===== src/rtl/pcie_8b10b_pkg.sv =====
// Shared 8b/10b definitions for the receive-path disparity tracker:
// symbol geometry, lane lock states, sub-block classification helpers.
package pcie_8b10b_pkg;

    localparam int SYM_W = 10;
    localparam int SB6_W = 6;
    localparam int SB4_W = 4;

    // Balanced sub-blocks that still carry a disparity requirement.
    // Vectors are written with 'a' (6b) or 'f' (4b) as bit 0, so the
    // transmission-order pattern reads right-to-left.
    localparam logic [SB6_W-1:0] SB6_POS_END = 6'b111000;  // abcdei 000111
    localparam logic [SB6_W-1:0] SB6_NEG_END = 6'b000111;  // abcdei 111000
    localparam logic [SB4_W-1:0] SB4_POS_END = 4'b1100;    // fghj 0011
    localparam logic [SB4_W-1:0] SB4_NEG_END = 4'b0011;    // fghj 1100

    typedef enum logic {
        RD_ACQUIRE = 1'b0,
        RD_LOCKED  = 1'b1
    } rd_state_e;

    typedef enum logic [2:0] {
        SB_NEUTRAL,
        SB_POS,
        SB_NEG,
        SB_POS_END,
        SB_NEG_END,
        SB_INVALID
    } sb_kind_e;

    // Outcome of checking one sub-block against the incoming RD.
    typedef struct packed {
        logic code_err;  // illegal ones-count
        logic rd_err;    // disparity rule broken
        logic rd_out;    // RD after this sub-block (1 = positive)
        logic biased;    // legal sub-block that is not plain neutral
    } sb_result_t;

    function automatic logic [3:0] popcount(input logic [SYM_W-1:0] v);
        logic [3:0] cnt;
        cnt = 4'd0;
        for (int i = 0; i < SYM_W; i++) begin
            cnt = cnt + {3'b000, v[i]};
        end
        return cnt;
    endfunction

    function automatic sb_kind_e classify6(input logic [SB6_W-1:0] sb);
        sb_kind_e kind;
        case (popcount({4'b0000, sb}))
            4'd2:    kind = SB_NEG;
            4'd4:    kind = SB_POS;
            4'd3: begin
                if (sb == SB6_POS_END)      kind = SB_POS_END;
                else if (sb == SB6_NEG_END) kind = SB_NEG_END;
                else                        kind = SB_NEUTRAL;
            end
            default: kind = SB_INVALID;
        endcase
        return kind;
    endfunction

    function automatic sb_kind_e classify4(input logic [SB4_W-1:0] sb);
        sb_kind_e kind;
        case (popcount({6'b000000, sb}))
            4'd1:    kind = SB_NEG;
            4'd3:    kind = SB_POS;
            4'd2: begin
                if (sb == SB4_POS_END)      kind = SB_POS_END;
                else if (sb == SB4_NEG_END) kind = SB_NEG_END;
                else                        kind = SB_NEUTRAL;
            end
            default: kind = SB_INVALID;
        endcase
        return kind;
    endfunction

    // RD always resyncs to the sub-block's ending disparity; an invalid
    // sub-block has no defined disparity and leaves RD untouched.
    function automatic sb_result_t check_sb(input sb_kind_e kind, input logic rd_in);
        sb_result_t res;
        res.code_err = 1'b0;
        res.rd_err   = 1'b0;
        res.rd_out   = rd_in;
        res.biased   = 1'b1;
        case (kind)
            SB_POS: begin
                res.rd_err = rd_in;
                res.rd_out = 1'b1;
            end
            SB_NEG: begin
                res.rd_err = ~rd_in;
                res.rd_out = 1'b0;
            end
            SB_POS_END: begin
                res.rd_err = ~rd_in;
                res.rd_out = 1'b1;
            end
            SB_NEG_END: begin
                res.rd_err = rd_in;
                res.rd_out = 1'b0;
            end
            SB_NEUTRAL: begin
                res.biased = 1'b0;
            end
            default: begin
                res.code_err = 1'b1;
                res.biased   = 1'b0;
            end
        endcase
        return res;
    endfunction

endpackage


===== src/rtl/rd_tracker_lane.sv =====
// One lane of the running-disparity tracker: sub-block classification,
// RD register, ACQUIRE/LOCKED state machine and error counters.
module rd_tracker_lane
    import pcie_8b10b_pkg::*;
#(
    parameter int ERR_CNT_W   = 8,
    parameter int LOSS_THRESH = 4
) (
    input  logic                 clk_i,
    input  logic                 rst_ni,
    input  logic                 valid_i,
    input  logic [SYM_W-1:0]     symbol_i,
    input  logic                 err_clr_i,
    output logic                 valid_o,
    output logic                 rd_o,
    output logic                 code_err_o,
    output logic                 rd_err_o,
    output logic                 locked_o,
    output logic [ERR_CNT_W-1:0] err_cnt_o
);

    localparam logic [3:0] LOSS_LIMIT = 4'(LOSS_THRESH);

    rd_state_e            state_q, state_d;
    logic                 rd_q, rd_d;
    logic [3:0]           run_q, run_d;
    logic [ERR_CNT_W-1:0] cnt_q, cnt_d;
    logic                 valid_q, code_err_q, rd_err_q;

    sb_result_t res6, res4;
    logic       code_err, rd_err, sym_bad;

    // Classify both sub-blocks; the 6b ending RD is the 4b incoming RD.
    always_comb begin
        res6     = check_sb(classify6(symbol_i[SB6_W-1:0]), rd_q);
        res4     = check_sb(classify4(symbol_i[SYM_W-1:SB6_W]), res6.rd_out);
        code_err = res6.code_err | res4.code_err;
        rd_err   = (res6.rd_err | res4.rd_err) & (state_q == RD_LOCKED);
        sym_bad  = valid_i & (code_err | rd_err);
    end

    // Next RD, lock state and consecutive-error run for an accepted symbol.
    always_comb begin
        // NOTE: every output of a combinational block gets a default first,
        // otherwise paths that skip an assignment infer a latch.
        rd_d    = rd_q;
        state_d = state_q;
        run_d   = run_q;
        if (valid_i) begin
            rd_d = res4.rd_out;
            case (state_q)
                RD_ACQUIRE: begin
                    if (!code_err && (res6.biased || res4.biased)) begin
                        state_d = RD_LOCKED;
                        run_d   = 4'd0;
                    end
                end
                default: begin
                    if (sym_bad) begin
                        if (run_q + 4'd1 >= LOSS_LIMIT) begin
                            state_d = RD_ACQUIRE;
                            run_d   = 4'd0;
                        end else begin
                            run_d = run_q + 4'd1;
                        end
                    end else begin
                        run_d = 4'd0;
                    end
                end
            endcase
        end
    end

    // Saturating link-health counter; a clear wins over a same-cycle error.
    always_comb begin
        cnt_d = cnt_q;
        if (err_clr_i) begin
            cnt_d = '0;
        end else if (sym_bad && (cnt_q != '1)) begin
            cnt_d = cnt_q + ERR_CNT_W'(1);
        end
    end

    // Lane state and per-symbol output registers.
    always_ff @(posedge clk_i or negedge rst_ni) begin
        // NOTE: sequential state uses non-blocking assignments so every
        // register samples the pre-edge values regardless of statement order.
        if (!rst_ni) begin
            state_q    <= RD_ACQUIRE;
            rd_q       <= 1'b0;
            run_q      <= 4'd0;
            cnt_q      <= '0;
            valid_q    <= 1'b0;
            code_err_q <= 1'b0;
            rd_err_q   <= 1'b0;
        end else begin
            state_q    <= state_d;
            rd_q       <= rd_d;
            run_q      <= run_d;
            cnt_q      <= cnt_d;
            valid_q    <= valid_i;
            code_err_q <= valid_i & code_err;
            rd_err_q   <= valid_i & rd_err;
        end
    end

    assign valid_o    = valid_q;
    assign rd_o       = rd_q;
    assign code_err_o = code_err_q;
    assign rd_err_o   = rd_err_q;
    assign locked_o   = (state_q == RD_LOCKED);
    assign err_cnt_o  = cnt_q;

endmodule


===== src/rtl/rd_tracker.sv =====
// Multi-lane running-disparity tracker placed between the symbol aligner
// and the 8b/10b decoder. Lanes are independent; this level only slices buses.
module rd_tracker
    import pcie_8b10b_pkg::*;
#(
    parameter int NUM_LANES   = 4,
    parameter int ERR_CNT_W   = 8,
    parameter int LOSS_THRESH = 4
) (
    input  logic                           clk_i,
    input  logic                           rst_ni,
    input  logic [NUM_LANES-1:0]           valid_i,
    input  logic [NUM_LANES*SYM_W-1:0]     symbol_i,
    input  logic [NUM_LANES-1:0]           err_clr_i,
    output logic [NUM_LANES-1:0]           valid_o,
    output logic [NUM_LANES-1:0]           rd_o,
    output logic [NUM_LANES-1:0]           code_err_o,
    output logic [NUM_LANES-1:0]           rd_err_o,
    output logic [NUM_LANES-1:0]           locked_o,
    output logic [NUM_LANES*ERR_CNT_W-1:0] err_cnt_o
);

    for (genvar n = 0; n < NUM_LANES; n++) begin : g_lane
        rd_tracker_lane #(
            .ERR_CNT_W  (ERR_CNT_W),
            .LOSS_THRESH(LOSS_THRESH)
        ) u_lane (
            .clk_i     (clk_i),
            .rst_ni    (rst_ni),
            .valid_i   (valid_i[n]),
            .symbol_i  (symbol_i[n*SYM_W +: SYM_W]),
            .err_clr_i (err_clr_i[n]),
            .valid_o   (valid_o[n]),
            .rd_o      (rd_o[n]),
            .code_err_o(code_err_o[n]),
            .rd_err_o  (rd_err_o[n]),
            .locked_o  (locked_o[n]),
            .err_cnt_o (err_cnt_o[n*ERR_CNT_W +: ERR_CNT_W])
        );
    end

endmodule


===== config.mk =====
export PLATFORM = sky130hd
export DESIGN_NAME = rd_tracker
export DESIGN_NICKNAME = d
export VERILOG_FILES = /design/src/rtl/pcie_8b10b_pkg.sv /design/src/rtl/rd_tracker_lane.sv /design/src/rtl/rd_tracker.sv
export SDC_FILE = /design/constraint.sdc
export NUM_CORES = 1
export LEC_CHECK = 0
export CAP_MARGIN = 15
export CORE_MARGIN = 8
export CORE_UTILIZATION = 53
export CTS_CLUSTER_DIAMETER = 40
export DETAILED_ROUTE_END_ITERATION = 12
export PLACE_DENSITY = 0.86
export SYNTH_ARGS = -nofsm -noshare
export SYNTH_HDL_FRONTEND = slang
export SYNTH_SLANG_ARGS = --single-unit

===== constraint.sdc =====
create_clock -name clk_i -period 2.5 [get_ports clk_i]
set_input_delay 0.5 -clock clk_i [delete_from_list [all_inputs] [get_ports clk_i]]
set_output_delay 0.5 -clock clk_i [all_outputs]
set_load 0.005 [all_outputs]

==> summary.md, run 1 <==
| Metric | Value |
|---|---|
| Status | `complete, but fails checks` |
| Failing checks | `negative setup slack` |
| H-Tree Depth | `3` |
| Setup TNS | `-66560 ps` |
| Largest net degree at the start of global routing | `26` |
| Nets | `between 800 and 900` |
| Worst path arrival time | `4210 ps` |
| GP Congestion | `between 0.9 and 1` |
| DR vias/cell | `between 6 and 7` |
| Final Power | `approximately 0.0057 W` |
| Layout cell share with drive strength beyond 1 | `0.368` |
| Delay-heaviest family, CP | `adder cells` |
| GRT Resource Usage Total | `0.247` |
| CP required | `around 2800 ps` |
| Core area | `slightly below 0.01 sq mm` |
| Die area | `around 0.013 sq mm` |
| Detailed placement HPWL | `roughly 11000 um` |
| Hold Crit Class | `primary input to async pin` |
| Worst Slack Setup Final | `-1440 ps` |
| DRT antenna net count | `0` |
| Synth-to-layout area growth | `57.7%` |
| CP endpoint kind | `flop` |
| Width of the die | `115 um` |
| Main synth FF type | `dfrtp_1` |
| Crit share post-route | `1.58` |
| Pwr dens | `approximately 700 mW/mm^2` |
| Worst-margin pin slew | `between 500 and 600 ps` |
| Vias in the first global route | `~5800` |
| Initial Util | `0.538` |
| Final setup violation count | `64` |
| Clock skew | `16.9 ps` |
| 1st-pass router iterations | `5` |
| Rel. slew slack | `0.665` |
| Synth cell types | `between 70 and 80` |
| EDFF count, synth | `0` |
| First-pass GRT wire length | `26700 um` |
| DR DRC count | `0` |
| Mapped Area | `approximately 0.0052 sq mm` |
| Syn_area_per_cell | `around 8.8 sq um` |
| Async set or reset register ratio after synthesis | `1.00` |
| Clock edge transition at the registers on the reported setup and hold paths | `90 ps` |
| RSZ-0062 raised after global routing | `yes` |
| Slew Limit Fails | `0` |
| Synthesized instance count | `589` |
| Register area share after synthesis | `0.328` |
| Max-cap violations | `0` |
| Critical path's largest stage delay | `about 570 ps` |
| CTS tree | `yes` |
| Number of I/O port buffers | `slightly above 100` |
| CTS Buf Count | `9` |
| #FFs+latches synth | `approximately 70` |
| Startpoint types | `primary input` |
| Clock Sink Count | `68` |
| Number of buffers and inverters on the critical path | `5` |
| Synth Warn # | `0` |
| WL per Instance | `~20 um` |
| Worst Path Max Fanout | `7` |
| Chip height | `115 um` |
| Crit path depth | `16` |
| Finished Core Util | `0.849` |
| Critical path cell sequence | `buf_8, inv_8, ha_4, inv_2, fa_1, inv_2, fa_2, fa_2, and2b_2, a21oi_4, a31oi_4, a2111oi_4, nor3_4, buf_6, or4_4, a21oi_2` |
| Fmax achieved | `approximately 250 MHz` |
| Synth Net Count | `683` |
| DRT iter0 DRCs | `between 500 and 600` |
| Slowest-stage cell, CP | `fa_2` |
| R2R depth | `8` |
| CTS Root Cell | `clkbuf_8` |
| Hold Violations, Final | `0` |
| CTS Hold Bufs | `0` |
| Initial antenna violation count | `0` |
| Final hold slack | `roughly 91 ps` |
| Crit Path Class | `primary input to flop` |
| Detailed Route WL | `between 15000 and 20000 um` |
| Max VDD drop | `~0.55 mV` |
| Clock Path Buffers | `2` |
| Total grt overflow | `0` |
| Routed via count | `approximately 5700` |
| I/O pin count | `between 100 and 150` |
| Row cnt | `36` |
| Leak pwr | `about 3.7 nW` |
| Fin crit period | `3940 ps` |
| Clock latency on the worst-skew pair | `~360 ps` |
-- path summary, 6_finish.rpt --
path,start,endpoint,slack (ps)
max,symbol_i[10],g_lane[1].u_lane.err_cnt_o[6],-1440
min,rst_ni,g_lane[0].u_lane.rd_o,90
max reg2reg,g_lane[1].u_lane.rd_o,g_lane[1].u_lane.err_cnt_o[6],0
min reg2reg,g_lane[0].u_lane.run_q[1],g_lane[0].u_lane.run_q[1],540
max in group asynchronous,rst_ni,g_lane[2].u_lane.rd_err_o,1670
min in group clk_i,g_lane[0].u_lane.run_q[1],g_lane[0].u_lane.run_q[1],540
-- logic make-up after synthesis --
| logic type | synth area share |
|---|---|
| buffers and inverters | 0.0909 |
| flip-flops | 0.328 |
| multiplexers | 0.0224 |
| XOR/XNOR | 0.0236 |
| adder cells (fa/ha/maj) | 0.129 |
| AND/OR/NAND/NOR | 0.210 |
| AO/OA/AOI/OAI | 0.196 |
-- cells in the mapped netlist (all sizes together) (5+ instances only) --
cell type	instances	share of area
inv	75	0.054
dfrtp	68	0.33
nor2	48	0.035
a21oi	45	0.045
nand2	37	0.027
ha	28	0.068
o21ai	27	0.026
buf	26	0.035
nand3	23	0.022
and3	17	0.020
fa	16	0.062
or3	14	0.017
xor2	11	0.019
nor2b	10	0.012
nor3	9	0.0096
nand4	8	0.0096
and2	7	0.0084
a31oi	6	0.0084
mux2i	6	0.012
o31ai	6	0.0087
or4	6	0.0087
mux2	5	0.011
o21a	5	0.0072
o21bai	5	0.0072
-- through the flow --
| step | std cells | instance area (sq um) | worst slack, ps |
|---|---|---|---|
| 2_1_floorplan | 589 | 5460 | -1390 |
| 4_1_cts | 923 | 7900 | -1270 |
| 3_5_place_dp | 886 | 7120 | -2280 |
| 6_report | 931 | 8180 | -1440 |
| 5_1_grt | 930 | 8180 | -1520 |
| 3_3_place_gp | 886 | 7120 | -2120 |
-- power by group --
part	internal, W	switching [W]
Combinational	0.00162	0.00153
Clock	0.000567	0.000478
Sequential	0.00128	0.000256
-- flip-flops by register name (all words and copies together) (netlist names) --
| register | count |
|---|---|
| g_lane.u_lane.code_err_o | 4 |
| g_lane.u_lane.err_cnt_o | 32 |
| g_lane.u_lane.locked_o | 4 |
| g_lane.u_lane.rd_err_o | 4 |
| g_lane.u_lane.rd_o | 4 |
| g_lane.u_lane.run_q | 16 |
| g_lane.u_lane.valid_o | 4 |
-- final cells by class --
cell class	instances	area (sq um)
Sequential cell	68	1700
Clock inverter	7	100
Fill cell	483	1460
Tap cell	133	166
Timing Repair Buffer	220	2010
Multi-Input combinational cell	418	3740
Inverter	75	337
Antenna cell	1	2.50
Clock buffer	9	124
-- cells in the final DEF (no fill, tap or decap), types with 7 or more instances in the layout --
master,count
a21oi_4,8
dfrtp_1,68
o21ai_2,10
a21oi_2,14
a21oi_1,23
nor2b_1,8
nand3_1,22
buf_6,26
clkdlybuf4s50_1,84
buf_4,95
clkbuf_8,9
or3_1,9
fa_1,9
xor2_1,10
and3_1,17
ha_1,24
o21ai_0,12
nor2_4,8
nand2_1,34
nor2_1,36
inv_1,54
fa_2,7
nand4_1,8
dlygate4sd2_1,8
inv_2,12
-- metal layers --
metal  wire, um  global-route usage
met5          0                   0
met4        838              0.0902
met2       9500               0.451
met1       6680               0.275
met3       1440              0.0562
-- repair_timing --
item,4_1_cts,5_1_grt
setup endpoints to repair,64,64
gates resized for setup,148,54
setup buffers,26,12
endpoints found under the hold margin,0,0
pin swaps,71,31
Power figures use the tool's default switching activity.
==> run 2, diff against run 1 <==
SKIP_LAST_GASP = 1   (was default)
==> summary.md, run 2 (same netlist as run 1, synthesis figures left out) <==
| Metric | Value |
|---|---|
| Slew Limit Fails | `0` |
| Layout Cells excl Fill | `942` |
| Leak pwr | `about 3.7 nW` |
| Layout cell share with drive strength beyond 1 | `0.378` |
| Nets | `roughly 900` |
| Max VDD drop | `around 0.54 mV` |
| Most frequent cells in the layout | `buf_4, clkdlybuf4s50_1, dfrtp_1` |
| Synth-to-layout area growth | `60.7%` |
| Max-cap violations | `0` |
| H-Tree Depth | `3` |
| Detailed Route WL | `just under 20000 um` |
| Largest net degree at the start of global routing | `26` |
| Worst-margin pin slew | `between 500 and 600 ps` |
| Detailed placement HPWL | `between 10000 and 15000 um` |
| Largest register FFs | `32` |
| Routed via count | `5760` |
| First-pass GRT wire length | `about 26000 um` |
| ANT cells | `0` |
| Startpoint types | `primary input` |
| Most common cell after layout, fill and taps aside | `buf_4` |
| Fmax achieved | `~240 MHz` |
| Worst Path Max Fanout | `6` |
| Final setup violation count | `64` |
| Highest routed layer | `met4` |
| Total grt overflow | `0` |
| Status | `complete, but fails checks` |
| Clk pwr share | `0.175` |
| Rel. slew slack | `0.662` |
| Cell count after placement | `about 890` |
| DRT iter0 DRCs | `just over 500` |
| DR vias/cell | `slightly above 6` |
| Initial Util | `0.538` |
| Worst Slack Setup Final | `-1590 ps` |
| Clock edge transition at the registers on the reported setup and hold paths | `about 90 ps` |
| Critical R2R Launch | `g_lane[2].u_lane.rd_o` |
| RSZ-0062 raised after global routing | `yes` |
| M1 WL | `just over 7000 um` |
| Crit Path Class | `primary input to flop` |
| Number of I/O port buffers | `~100` |
| Clock Sink Count | `roughly 70` |
| Clock skew | `approximately 15 ps` |
| Chip height | `about 110 um` |
| CTS Root Cell | `clkbuf_8` |
| Switching share of power | `0.394` |
| Comb pwr share | `0.567` |
| Vias in the first global route | `~5800` |
| P_sw | `0.00234 W` |
| R2R depth | `8` |
| CTS Buf Count | `9` |
| CP required | `approximately 2700 ps` |
| Met2 wire length | `10000 um` |
| 1st-pass router iterations | `5` |
| Initial antenna violation count | `0` |
| Failing checks | `negative setup slack` |
| CTS tree | `yes` |
| Reg-to-reg endpoint | `g_lane[2].u_lane.err_cnt_o[5]` |
| GRT Resource Usage Total | `0.245` |
| Crit share post-route | `1.63` |
| I/O pin count | `a little over 100` |
| GP Congestion | `about 0.93` |
| Width of the die | `approximately 110 um` |
| Hold Crit Class | `primary input to async pin` |
| Metal3 WL | `about 1700 um` |
| Clock latency on the worst-skew pair | `between 300 and 400 ps` |
| Fin crit period | `between 4000 and 5000 ps` |
| DR DRC count | `0` |
| Clock Path Buffers | `2` |
| Row cnt | `36` |
| Fillers | `between 400 and 500` |
| Die area | `0.0132 sq mm` |
| Register share of total power | `0.258` |
| Setup TNS | `-69310 ps` |
| Internal reg-to-reg setup slack | `-240 ps` |
| Core area | `between 0.009 and 0.01 sq mm` |
| WL per Instance | `roughly 21 um` |
| DRT antenna net count | `0` |
| CP endpoint kind | `flop` |
| CTS Hold Bufs | `0` |
| Hold Violations, Final | `0` |
| Internal cell power | `~0.0036 W` |
| Pwr dens | `about 710 mW/mm^2` |
| Worst path arrival time | `approximately 4300 ps` |
run 2: changes by cell type in the layout (fill, tap and decap cells not counted), sizes merged:
cell   before  now
buf       128  140
diode       1    0
run 2: timing repair:
item | CTS | global route
resized for setup | 145 | 70
buffers inserted | 26 | 26
endpoints found under the hold margin | 0 | 0
setup endpoints to repair | 64 | 64
pin swaps | 70 | 45
run 2: per-layer routing:
layer / track usage / vias to the layer above
met5: 0 / -
met4: 0.0858 / 0
met3: 0.0625 / 77
met2: 0.446 / 380
met1: 0.270 / 2803
li1: - / 2500
run 2: worst max-delay path by stage:
stage                       from                             to  slack (ps)  cells past startpoint
global placement    symbol_i[10]  g_lane[1].u_lane.err_cnt_o[6]       -2120                     16
global route        symbol_i[21]  g_lane[2].u_lane.err_cnt_o[5]       -1640                     16
finish              symbol_i[21]  g_lane[2].u_lane.err_cnt_o[5]       -1590                     16
floorplan            symbol_i[1]  g_lane[0].u_lane.err_cnt_o[4]       -1390                     14
CTS                 symbol_i[10]  g_lane[1].u_lane.err_cnt_o[6]       -1270                     16
detailed placement  symbol_i[10]  g_lane[1].u_lane.err_cnt_o[6]       -2280                     16
run 2: stage by stage:
stage	worst slack, ps	hold slack (ps)	instance area (sq um)	utilization	power [W]
finish	-1590	91.1	8340	0.865	0.00593
global route	-1640	115	8340	0.865	0.00622
CTS	-1270	101	7890	0.818	0.00530
detailed placement	-2280	491	7120	0.738	0.00381
global placement	-2120	485	7120	0.738	0.00368
floorplan	-1390	204	5460	-	0.00289
run 2: final cells by class:
class | instances | area (sq um) | area share
Clock buffer | 9 | 124 | 0.0149
Clock inverter | 7 | 100 | 0.0120
Inverter | 75 | 334 | 0.0401
Multi-Input combinational cell | 418 | 3790 | 0.455
Sequential cell | 68 | 1700 | 0.204
Tap cell | 133 | 166 | 0.0200
Timing Repair Buffer | 232 | 2120 | 0.254
run 2: worst max-delay path, stage by stage:
cell and delay, ps:
buf_8 90, inv_8 30, ha_4 250, inv_2 40, fa_1 500, inv_2 50, fa_2 330, fa_2 580
inv_2 70, a22o_1 250, a311oi_2 390, mux2i_2 370, o21ai_4 130, buf_6 170, o31ai_1 400, a21oi_2 140
run 2: power groups by stage:
stage | registers, W | clock network [W] | logic (W)
4_1_cts | 0.00150 | 0.00104 | 0.00276
2_1_floorplan | 0.00145 | 0 | 0.00144
3_3_place_gp | 0.00150 | 0 | 0.00218
3_5_place_dp | 0.00152 | 0 | 0.00230
6_report | 0.00153 | 0.00104 | 0.00337
5_1_grt | 0.00155 | 0.00110 | 0.00357
==> run 3, diff against run 2 <==
ABC_AREA = 0   (was default)
GPL_TIMING_DRIVEN = 1   (was default)
==> results of run 3 <==
The final DEF is identical to that of run 2; final timing and power are the same.
